==> src/rtl/noc_link_pkg.sv <==
// Shared definitions for the off-chip NoC link arbiter: source NoC ids, FSM
// state encoding, message-header length field defaults and id helpers.
package noc_link_pkg;

    // Source NoC ids as carried on out_noc_id; 0 means "no source".
    localparam logic [1:0] NOC_ID_NONE = 2'd0;
    localparam logic [1:0] NOC_ID_NOC1 = 2'd1;
    localparam logic [1:0] NOC_ID_NOC2 = 2'd2;
    localparam logic [1:0] NOC_ID_NOC3 = 2'd3;

    // Payload-length field of the message header flit.
    localparam int unsigned LEN_LSB_DEF   = 22;
    localparam int unsigned LEN_WIDTH_DEF = 8;

    typedef enum logic [1:0] {
        IDLE = 2'd0,
        HEAD = 2'd1,
        BODY = 2'd2
    } link_state_e;

    // Round-robin successor: noc1 -> noc2 -> noc3 -> noc1.
    function automatic logic [1:0] next_noc_id(input logic [1:0] id);
        logic [1:0] nxt;
        unique case (id)
            NOC_ID_NOC1: nxt = NOC_ID_NOC2;
            NOC_ID_NOC2: nxt = NOC_ID_NOC3;
            default:     nxt = NOC_ID_NOC1;
        endcase
        return nxt;
    endfunction

    function automatic logic [2:0] id_to_onehot(input logic [1:0] id);
        logic [2:0] oh;
        unique case (id)
            NOC_ID_NOC1: oh = 3'b001;
            NOC_ID_NOC2: oh = 3'b010;
            NOC_ID_NOC3: oh = 3'b100;
            default:     oh = 3'b000;
        endcase
        return oh;
    endfunction

    function automatic logic [1:0] onehot_to_id(input logic [2:0] oh);
        logic [1:0] id;
        unique case (oh)
            3'b001:  id = NOC_ID_NOC1;
            3'b010:  id = NOC_ID_NOC2;
            3'b100:  id = NOC_ID_NOC3;
            default: id = NOC_ID_NONE;
        endcase
        return id;
    endfunction

endpackage

==> src/rtl/noc_rr_arb3.sv <==
// 3-way combinational round-robin picker: returns a one-hot grant for the first
// requester found at or after the pointer (ptr uses the 1..3 NoC id encoding).
module noc_rr_arb3
    import noc_link_pkg::*;
(
    input  logic [2:0] req,
    input  logic [1:0] ptr,
    output logic [2:0] grant
);

    // Priority chain rotated so that the pointed-to requester is checked first.
    always_comb begin
        grant = 3'b000;
        unique case (ptr)
            NOC_ID_NOC2: begin
                if (req[1])      grant = 3'b010;
                else if (req[2]) grant = 3'b100;
                else if (req[0]) grant = 3'b001;
            end
            NOC_ID_NOC3: begin
                if (req[2])      grant = 3'b100;
                else if (req[0]) grant = 3'b001;
                else if (req[1]) grant = 3'b010;
            end
            default: begin
                if (req[0])      grant = 3'b001;
                else if (req[1]) grant = 3'b010;
                else if (req[2]) grant = 3'b100;
            end
        endcase
    end

endmodule

==> src/rtl/noc_offchip_link_arb.sv <==
// Packet-level round-robin merge of noc1/noc2/noc3 onto one off-chip flit link.
// A grant is held for a whole packet (length taken from the header flit) so
// packets never interleave; each link flit is tagged with its source NoC id.
// Optional stall watchdog: define NOC_LINK_ARB_WDOG_EN to enable wdog_err.
module noc_offchip_link_arb
    import noc_link_pkg::*;
#(
    parameter int unsigned DATA_WIDTH  = 64,
    parameter int unsigned LEN_LSB     = LEN_LSB_DEF,
    parameter int unsigned LEN_WIDTH   = LEN_WIDTH_DEF,
    parameter int unsigned WDOG_CYCLES = 1024
) (
    input  logic                  clk,
    input  logic                  rst_n,

    input  logic [DATA_WIDTH-1:0] noc1_in_data,
    input  logic                  noc1_in_val,
    output logic                  noc1_in_rdy,
    input  logic [DATA_WIDTH-1:0] noc2_in_data,
    input  logic                  noc2_in_val,
    output logic                  noc2_in_rdy,
    input  logic [DATA_WIDTH-1:0] noc3_in_data,
    input  logic                  noc3_in_val,
    output logic                  noc3_in_rdy,

    output logic [DATA_WIDTH-1:0] out_data,
    output logic                  out_val,
    input  logic                  out_rdy,
    output logic [1:0]            out_noc_id,
    output logic                  out_head,
    output logic                  out_tail,
    output logic                  wdog_err
);

    link_state_e           state_q, state_d;
    logic [1:0]            grant_q, grant_d;
    logic [1:0]            ptr_q, ptr_d;
    logic [LEN_WIDTH-1:0]  rem_q, rem_d;

    logic [2:0]            in_val_vec;
    logic [2:0]            arb_grant;
    logic [2:0]            rdy_vec;
    logic                  sel_val;
    logic [DATA_WIDTH-1:0] sel_data;
    logic [LEN_WIDTH-1:0]  hdr_len;
    logic                  xfer;

    assign in_val_vec = {noc3_in_val, noc2_in_val, noc1_in_val};

    noc_rr_arb3 u_rr_arb (
        .req   (in_val_vec),
        .ptr   (ptr_q),
        .grant (arb_grant)
    );

    // Select the locked source's flit for pass-through.
    always_comb begin
        sel_val  = 1'b0;
        sel_data = '0;
        unique case (grant_q)
            NOC_ID_NOC1: begin sel_val = noc1_in_val; sel_data = noc1_in_data; end
            NOC_ID_NOC2: begin sel_val = noc2_in_val; sel_data = noc2_in_data; end
            NOC_ID_NOC3: begin sel_val = noc3_in_val; sel_data = noc3_in_data; end
            default: ;
        endcase
    end

    assign hdr_len = sel_data[LEN_LSB +: LEN_WIDTH];

    // Next-state and link outputs; flits only move in HEAD/BODY.
    always_comb begin
        state_d    = state_q;
        grant_d    = grant_q;
        ptr_d      = ptr_q;
        rem_d      = rem_q;
        out_val    = 1'b0;
        out_data   = '0;
        out_noc_id = NOC_ID_NONE;
        out_head   = 1'b0;
        out_tail   = 1'b0;
        rdy_vec    = 3'b000;
        xfer       = 1'b0;
        unique case (state_q)
            IDLE: begin
                if (|in_val_vec) begin
                    grant_d = onehot_to_id(arb_grant);
                    state_d = HEAD;
                end
            end
            HEAD: begin
                out_val    = sel_val;
                out_data   = sel_data;
                out_noc_id = grant_q;
                out_head   = 1'b1;
                out_tail   = (hdr_len == '0);
                rdy_vec    = id_to_onehot(grant_q) & {3{out_rdy}};
                xfer       = sel_val & out_rdy;
                if (xfer) begin
                    rem_d = hdr_len;
                    if (hdr_len == '0) begin
                        ptr_d   = next_noc_id(grant_q);
                        state_d = IDLE;
                    end else begin
                        state_d = BODY;
                    end
                end
            end
            BODY: begin
                out_val    = sel_val;
                out_data   = sel_data;
                out_noc_id = grant_q;
                out_tail   = (rem_q == LEN_WIDTH'(1));
                rdy_vec    = id_to_onehot(grant_q) & {3{out_rdy}};
                xfer       = sel_val & out_rdy;
                if (xfer) begin
                    rem_d = rem_q - 1'b1;
                    if (rem_q == LEN_WIDTH'(1)) begin
                        ptr_d   = next_noc_id(grant_q);
                        state_d = IDLE;
                    end
                end
            end
            default: state_d = IDLE;
        endcase
    end

    assign noc1_in_rdy = rdy_vec[0];
    assign noc2_in_rdy = rdy_vec[1];
    assign noc3_in_rdy = rdy_vec[2];

    // Arbiter state registers.
    always_ff @(posedge clk or negedge rst_n) begin
        if (!rst_n) begin
            state_q <= IDLE;
            grant_q <= NOC_ID_NONE;
            ptr_q   <= NOC_ID_NOC1;
            rem_q   <= '0;
        end else begin
            state_q <= state_d;
            grant_q <= grant_d;
            ptr_q   <= ptr_d;
            rem_q   <= rem_d;
        end
    end

`ifdef NOC_LINK_ARB_WDOG_EN
    localparam int unsigned       WdogW   = $clog2(WDOG_CYCLES + 1);
    localparam logic [WdogW-1:0]  WdogMax = WdogW'(WDOG_CYCLES);

    logic [WdogW-1:0] wdog_cnt_q, wdog_cnt_d;
    logic             wdog_err_q, wdog_err_d;

    // Count consecutive locked cycles without a transfer; saturates at the limit.
    always_comb begin
        wdog_cnt_d = wdog_cnt_q;
        wdog_err_d = wdog_err_q;
        if (state_q == IDLE || xfer) begin
            wdog_cnt_d = '0;
        end else if (wdog_cnt_q != WdogMax) begin
            wdog_cnt_d = wdog_cnt_q + 1'b1;
        end
        if (wdog_cnt_d == WdogMax) begin
            wdog_err_d = 1'b1;
        end
    end

    // Watchdog counter and sticky error flag.
    always_ff @(posedge clk or negedge rst_n) begin
        if (!rst_n) begin
            wdog_cnt_q <= '0;
            wdog_err_q <= 1'b0;
        end else begin
            wdog_cnt_q <= wdog_cnt_d;
            wdog_err_q <= wdog_err_d;
        end
    end

    assign wdog_err = wdog_err_q;
`else
    logic unused_wdog_cycles;
    assign unused_wdog_cycles = ^WDOG_CYCLES;
    assign wdog_err           = 1'b0;
`endif

endmodule
==> config.mk <==
export PLATFORM = sky130hd
export DESIGN_NAME = noc_offchip_link_arb
export DESIGN_NICKNAME = d
export VERILOG_FILES = /design/src/rtl/noc_link_pkg.sv /design/src/rtl/noc_rr_arb3.sv /design/src/rtl/noc_offchip_link_arb.sv
export SDC_FILE = /design/constraint.sdc
export NUM_CORES = 1
export LEC_CHECK = 0
export CORE_AREA = 2 2 104 106
export DETAILED_ROUTE_END_ITERATION = 16
export DIE_AREA = 0 0 106 108
export GPL_TIMING_DRIVEN = 0
export PLACE_DENSITY = 0.77
export SLEW_MARGIN = 10
export SYNTH_ARGS = -nofsm -noshare
export SYNTH_HDL_FRONTEND = slang
export SYNTH_SLANG_ARGS = --single-unit
==> constraint.sdc <==
create_clock -name clk -period 3.1 [get_ports clk]
set_input_delay 0.62 -clock clk [delete_from_list [all_inputs] [get_ports clk]]
set_output_delay 0.62 -clock clk [all_outputs]
set_load 0.01 [all_outputs]
==> run_results.csv, run 1 <==
group,metric,value,unit
timing,finalWorstSetupSlack,0.0702,ns
logic_synthesis,synthesis.yosys.warnings,0,
setup_path,worstPathMaxFanout,4,
logic_synthesis,ys_async_sr_fraction,100,%
route,iteration_0_drc_count_of_the_detailed_router,492,
timing,finalHoldViolations,0,
grt,vias_in_the_first_global_route,3781,
setup_path,critical_path.n_buffers_inverters,2,
placement,place_congestion,0.943,
die,chipHeight,108,um
setup_path,start_kind,"primary input",
timing,slew_headroom,44.5,%
route,via_per_inst,5.35,
setup_path,critical-path-slowest-cell,"sky130_fd_sc_hd__a222oi_1",
logic_synthesis,synth_nets,489,
setup_path,critical_path.cell_chain,"clkdlybuf4s50_1 > a222oi_1 > nor2_1 > clkdlybuf4s50_1",
timing,timing.final.crit_period,3.03,ns
logic_synthesis,ys_types,46,
timing,final.period_utilization,97.7,%
setup_path,path_delay_family,"buffers and inverters",
setup_path,critical_path.max_stage_delay,0.71,ns
grt,maximum_number_of_pins_on_one_net_before_global_route_repair,15,
clocking,tritoncts.num_buffers,3,
pwr,p_leak,2.51,nW
die,dieArea,11400,um2
finish,layoutNonFillerInstCount,703,
die,start_util,20.2,%
logic_synthesis,synth_top_cells_by_area,"sky130_fd_sc_hd__a222oi_1 (31%), sky130_fd_sc_hd__dfrtp_1 (16%), sky130_fd_sc_hd__nor2_1 (14%)",
route,final_antenna_net_count,0,
placement,total_placed_cells_including_tap_cells,686,
grt,global_route_wire_length_before_repair,19500,um
clocking,clk-insertion-delay-late,0.26,ns
logic_synthesis,synth.largest_area_cell,"sky130_fd_sc_hd__a222oi_1",
route,finalWirelength,13300,um
timing,final.setup_skew,0.00468,ns
finish,antenna_cells_inserted,0,
timing,report.final.slew_viol_count,0,
route,wl_per_cell,18.9,um
placement,dp.final_hpwl,10600,um
die,placementRows,37,
grt,initial_antenna_violation_count,0,
clocking,root_buffer,"sky130_fd_sc_hd__clkbuf_8",
grt,grt.total_usage,21.3,%
outcome,run_status,"finished, final reports clean",
logic_synthesis,netlist.area_leader.share,31.4,%
finish,layout-drive-gt1-share,10.8,%
route,remaining_drc_errors,0,
run,max-cap-violations,0,
grt,grt_remaining_overflow,0,
logic_synthesis,synth-main-ff-cell,"sky130_fd_sc_hd__dfrtp_1",
pwr,peak_supply_drop,426,uV
finish,fin_nets,776,
clocking,htreeDepth,1,
timing,tightestPinTransition,0.825,ns
logic_synthesis,synth-seq-area-share,17.0,%
placement,preCtsSetupSlack,-0.510,ns
die,design.portCount,271,
route,detailroute.via_count,3764,
worst_hold_path,hold_path.class,"reg2reg",
setup_path,setup.worst_path.end_class,"primary output",
clocking,cts.reportedPaths.clkPinSlew,0.06,ns
timing,finalSetupViolCount,0,
setup_path,cp_data_required_time,2.48,ns
pwr,post-layout-total-power,4.64,mW
finish,area_growth_syn_to_layout,155,%
route,drt_first_pass_iters,9,
logic_synthesis,synthCells,281,
pwr,p_per_area,878,nW/um2
die,coreArea,10200,um2
clocking,clock_tree_from_tritoncts,"yes",
logic_synthesis,synth-edff-count,0,
clocking,cts.path.max_buffers,2,
logic_synthesis,synth.avg_cell_area,7.37,um2
timing,rsz0062_at_grt,"yes",
logic_synthesis,synth.ff_latch_count,14,
setup_path,crit_arrival,2.41,ns
setup_path,setup.worst_path.class,"in2out",
placement,io_buffers,269,
timing,max_freq,330,MHz
logic_synthesis,synthesized_area,2070,um2
clocking,clock_sinks,14,
setup_path,cp_common_cell,"sky130_fd_sc_hd__clkdlybuf4s50_1",
die,die_x,106,um
-- state kept, by name, summed over array words and instances (netlist names) --
register and flops:
rem_q 8, grant_q 2, ptr_q 2, state_q 2
-- logic make-up (layout without fill, tap and decap cells) --
group / after synthesis / count (layout) / synth area share, %
AND/OR/NAND/NOR: 110 / 110 / 24.0
AO/OA/AOI/OAI: 102 / 102 / 43.4
buffers and inverters: 41 / 327 / 7.61
flip-flops: 14 / 14 / 17.0
adder cells (fa/ha/maj): 10 / 10 / 6.04
multiplexers: 3 / 3 / 1.75
other: 1 / 1 / 0.181
-- worst register-to-register path, stage by stage, from the launching register on --
cell and delay (ns):
sky130_fd_sc_hd__dfrtp_1 0.41, sky130_fd_sc_hd__inv_1 0.09, sky130_fd_sc_hd__ha_2 0.20, sky130_fd_sc_hd__a222oi_1 0.66
sky130_fd_sc_hd__nor3_2 0.21, sky130_fd_sc_hd__o21ai_1 0.39, sky130_fd_sc_hd__o21ai_0 0.18, sky130_fd_sc_hd__a221o_1 0.31
-- power breakdown --
| group | total [mW] | internal (mW) | switching (mW) | leakage (nW) |
|---|---|---|---|---|
| Clock | 0.186 | 0.113 | 0.0729 | 0.0288 |
| Combinational | 4.08 | 2.06 | 2.02 | 2.32 |
| Sequential | 0.373 | 0.272 | 0.100 | 0.169 |
| Total | 4.64 | 2.45 | 2.20 | 2.51 |
-- routing by layer --
| metal | track usage [%] | up-vias | part of all wire [%] |
|---|---|---|---|
| met1 | 25.6 | 1749 | 38 |
| li1 | - | 1737 | - |
| met3 | 3.01 | 31 | 8.5 |
| met2 | 39.4 | 247 | 51 |
| met4 | 6.02 | 0 | 2.8 |
| met5 | 0 | - | 0 |
-- synthesized netlist by cell type (all sizes together), types with 2 or more instances --
master	n
nor2	78
a222oi	65
clkbuf	26
o21ai	14
dfrtp	13
ha	10
inv	9
buf	6
nor3	5
nor4	5
a21oi	4
a31oi	3
and3	3
nand2	3
nand3	3
nor2b	3
a211oi	2
and2	2
mux2	2
nand2b	2
nand4	2
o21a	2
or4	2
-- cell type report --
cell class | count | area [um2]
Buffer | 31 | 210
Clock buffer | 4 | 55.1
Fill cell | 934 | 4940
Inverter | 9 | 33.8
Multi-Input combinational cell | 226 | 1590
Sequential cell | 14 | 353
Tap cell | 136 | 170
Timing Repair Buffer | 283 | 2870
-- through the flow --
| step | TNS [ns] | utilization, % | hold slack (ns) | instance area [um2] |
|---|---|---|---|---|
| global route | -0.00154 | 51.7 | 0.532 | 5290 |
| detailed placement | -22.14 | 48.2 | 0.497 | 4930 |
| floorplan | 0 | - | 0.324 | 2070 |
| finish | 0 | 51.7 | 0.508 | 5290 |
| CTS | 0 | 50.3 | 0.507 | 5150 |
| global placement | -20.58 | 48.2 | 0.492 | 4930 |
-- path summary, 6_finish.rpt --
| path | slack, ns | start | cells past startpoint | endpoint |
|---|---|---|---|---|
| setup / recovery | 0.07 | noc2_in_val | 4 | out_val |
| hold / removal | 0.51 | ptr_q[0]$_DFFE_PN1P_ | 2 | ptr_q[0]$_DFFE_PN1P_ |
| setup reg to reg | 0.53 | grant_q[0]$_DFFE_PN0P_ | 7 | rem_q[3]$_DFFE_PN0P_ |
| hold reg to reg | 0.51 | ptr_q[0]$_DFFE_PN1P_ | 2 | ptr_q[0]$_DFFE_PN1P_ |
| max in group asynchronous | 1.85 | rst_n | 1 | grant_q[1]$_DFFE_PN0P_ |
| min in group asynchronous | 0.77 | rst_n | 1 | rem_q[3]$_DFFE_PN0P_ |
-- cells in the final DEF (no fill, tap or decap), types with 4 or more instances in the layout --
| cell type | instances |
|---|---|
| sky130_fd_sc_hd__ha_1 | 6 |
| sky130_fd_sc_hd__nor2_1 | 77 |
| sky130_fd_sc_hd__clkbuf_4 | 8 |
| sky130_fd_sc_hd__inv_1 | 9 |
| sky130_fd_sc_hd__dfrtp_1 | 12 |
| sky130_fd_sc_hd__o21ai_0 | 11 |
| sky130_fd_sc_hd__a222oi_1 | 65 |
| sky130_fd_sc_hd__dlymetal6s2s_1 | 34 |
| sky130_fd_sc_hd__nor4_1 | 4 |
| sky130_fd_sc_hd__clkbuf_2 | 9 |
| sky130_fd_sc_hd__buf_4 | 19 |
| sky130_fd_sc_hd__clkbuf_8 | 7 |
| sky130_fd_sc_hd__clkdlybuf4s50_1 | 231 |
| sky130_fd_sc_hd__nor3_1 | 4 |
| sky130_fd_sc_hd__a21oi_1 | 4 |
| sky130_fd_sc_hd__buf_2 | 4 |
-- repair_timing --
| item | 4_1_cts | 5_1_grt |
|---|---|---|
| endpoints found under the setup margin | 68 | 58 |
| hold endpoints to repair | 0 | 0 |
| hold buffers | 0 | 0 |
| pin swaps | 16 | 25 |
| gates resized for setup | 43 | 64 |
| setup buffers | 12 | 2 |
(Power assumes the default switching activity.)
==> inputs of run 2 (changes only) <==
--- a/config.mk
+++ b/config.mk
@@ -9,8 +9,8 @@
 export DETAILED_ROUTE_END_ITERATION = 16
 export DIE_AREA = 0 0 106 108
 export GPL_TIMING_DRIVEN = 0
-export PLACE_DENSITY = 0.77
-export SLEW_MARGIN = 10
+export PLACE_DENSITY = 0.76
+export SLEW_MARGIN = 20
 export SYNTH_ARGS = -nofsm -noshare
 export SYNTH_HDL_FRONTEND = slang
 export SYNTH_SLANG_ARGS = --single-unit
==> run 2 against run 1 <==
Sequential power barely moved. Critical path depth increased by 3. Design area decreased by 0.69%. Setup slack worse by 0.0017 ns. Core utilization down 0.35 points. Critical endpoint is now out_data[31].
==> run_results.csv, run 2 (same netlist as run 1, synthesis figures left out) <==
group,metric,value,unit
grt,maximum_number_of_pins_on_one_net_before_global_route_repair,15,
timing,setup-tns-final,0,ns
setup_path,setup.worst_path.end_class,"primary output",
pwr,p_per_area,880,nW/um2
clocking,cts.path.max_buffers,2,
route,final_antenna_net_count,0,
clocking,root_buffer,"sky130_fd_sc_hd__clkbuf_8",
finish,area_growth_syn_to_layout,154,%
clocking,clk-insertion-delay-late,0.25,ns
pwr,p_leak,2.42,nW
route,via_per_inst,5.37,
worst_hold_path,min_from,"ptr_q[0]$_DFFE_PN1P_",
route,detailroute.via_count,3781,
placement,io_buffers,269,
pwr,p_int,2.40,mW
setup_path,start_kind,"flop",
finish,layout_commonest_cell,"sky130_fd_sc_hd__clkdlybuf4s50_1",
timing,final.setup_skew,0.00906,ns
die,chipHeight,108,um
grt,global_route_wire_length_before_repair,19900,um
placement,dp.final_hpwl,11200,um
run,max-cap-violations,0,
clocking,tritoncts.num_buffers,3,
grt,grt_remaining_overflow,0,
worst_hold_path,hold_path.class,"reg2reg",
setup_path,critical_path.reg2reg.startpoint,"grant_q[0]$_DFFE_PN0P_",
pwr,sw_frac_of_total,48.1,%
timing,final.period_utilization,97.8,%
setup_path,worstPathMaxFanout,10,
timing,tightestPinTransition,0.795,ns
setup_path,critical_path.reg2reg.endpoint,"ptr_q[1]$_DFFE_PN0P_",
die,dieArea,11400,um2
timing,finalHoldViolations,0,
finish,antenna_cells_inserted,0,
setup_path,ff2ff_setup_slack,0.63,ns
die,die_x,106,um
clocking,clock_tree_from_tritoncts,"yes",
timing,finalSetupViolCount,0,
pwr,p_switching,2.22,mW
grt,grt.total_usage,22.2,%
clocking,htreeDepth,1,
outcome,run_status,"finished, final reports clean",
die,design.portCount,271,
route,drt_first_pass_iters,10,
route,wl_per_cell,19.6,um
route,iteration_0_drc_count_of_the_detailed_router,455,
timing,timing.final.crit_period,3.03,ns
pwr,power_frac_clock,3.6,%
clocking,cts_hold_buffers,0,
timing,max_freq,330,MHz
timing,report.final.slew_viol_count,0,
finish,largest_reg_flops,8,
pwr,post-layout-total-power,4.62,mW
pwr,comb_power_share,88.4,%
finish,layout-drive-gt1-share,10.7,%
finish,fin_nets,777,
placement,place_congestion,0.916,
timing,slew_headroom,46.6,%
finish,largest-register,"rem_q",
clocking,cts.reportedPaths.clkPinSlew,0.06,ns
grt,initial_antenna_violation_count,0,
timing,rsz0062_at_grt,"yes",
die,start_util,20.2,%
setup_path,crit_arrival,2.41,ns
die,placementRows,37,
clocking,clock_sinks,14,
worst_hold_path,worstHoldEndpoint,"ptr_q[0]$_DFFE_PN1P_",
grt,vias_in_the_first_global_route,3674,
pwr,peak_supply_drop,523,uV
route,finalWirelength,13800,um
worst_hold_path,number_of_instances_on_the_worst_hold_path,2,
setup_path,setup.worst_path.class,"reg2out",
route,remaining_drc_errors,0,
finish,final_cell_mix,"sky130_fd_sc_hd__clkdlybuf4s50_1 (232), sky130_fd_sc_hd__nor2_1 (77), sky130_fd_sc_hd__a222oi_1 (65)",
setup_path,reg2regPathDepth,9,
die,coreArea,10200,um2
setup_path,cp_data_required_time,2.48,ns
pwr,sequentialPowerShare,8.1,%
==> run 2: cell types whose count changed in the layout (fill, tap and decap cells not counted), sizes merged <==
cell	previous run	this run
dlymetal6s2s	34	26
dlygate4sd2	3	10
buf	24	25
clkdlybuf4s50	231	232
==> run 2: area by class of cell <==
class / count / area [um2]
inverter: 9 / 33.8
fill: 934 / 4980
buffer: 31 / 209
multi-input combinational: 226 / 1590
tap: 136 / 170
clock buffer: 4 / 45.0
sequential: 14 / 354
timing repair buffer: 284 / 2850
==> run 2: routing by layer <==
| metal | vias up | GRT usage (%) | routed length, um |
|---|---|---|---|
| met2 | 234 | 40.3 | 6980 |
| met4 | 0 | 5.83 | 344 |
| met5 | - | 0 | 0 |
| met1 | 1783 | 27.2 | 5450 |
| li1 | 1735 | - | - |
| met3 | 29 | 3.62 | 1050 |
==> run 2: per-stage QoR <==
step,hold WS [ns],worst slack [ns],cell area [um2],std cells,util [%]
finish,0.520,0.0685,5250,704,51.3
global route,0.554,-0.0303,5250,704,51.3
CTS,0.526,0.00838,5140,702,50.3
detailed placement,0.497,-0.560,4930,686,48.2
global placement,0.490,-0.513,4930,686,48.2
floorplan,0.324,0.514,2070,281,-
==> run 2: worst max-delay path: stages, from the launching register on <==
cell and delay [ns]:
sky130_fd_sc_hd__dfrtp_2 0.45, sky130_fd_sc_hd__ha_1 0.23, sky130_fd_sc_hd__clkbuf_4 0.20, sky130_fd_sc_hd__clkbuf_8 0.19, sky130_fd_sc_hd__buf_2 0.19, sky130_fd_sc_hd__a222oi_1 0.33, sky130_fd_sc_hd__nor2_1 0.07, sky130_fd_sc_hd__clkdlybuf4s50_1 0.50
==> run 2: power by group through the flow <==
stage / clock [mW] / sequential, mW / combinational (mW)
CTS: 0.162 / 0.370 / 4.05
detailed placement: 0 / 0.368 / 3.84
global route: 0.172 / 0.388 / 4.38
floorplan: 0 / 0.345 / 1.95
finish: 0.165 / 0.373 / 4.08
global placement: 0 / 0.362 / 3.77
==> run 2: how the worst max path moves through the flow <==
stage                                 startpoint      endpoint  slack [ns]  cells after the start
after detailed placement  grant_q[1]$_DFFE_PN0P_  out_data[45]       -0.56                      8
after global placement    grant_q[1]$_DFFE_PN0P_  out_data[49]       -0.51                      8
after global routing      grant_q[0]$_DFFE_PN0P_   out_data[6]       -0.03                      7
after CTS                 grant_q[1]$_DFFE_PN0P_  out_data[33]       0.008                      7
after floorplan           grant_q[1]$_DFFE_PN0P_      out_tail        0.51                      8
final                     grant_q[0]$_DFFE_PN0P_  out_data[31]        0.07                      7
==> run 2: repair_timing <==
action	CTS	global route
pin swaps	15	22
endpoints found under the setup margin	68	51
cloned	0	0
setup buffers	13	2
resized for setup	54	47
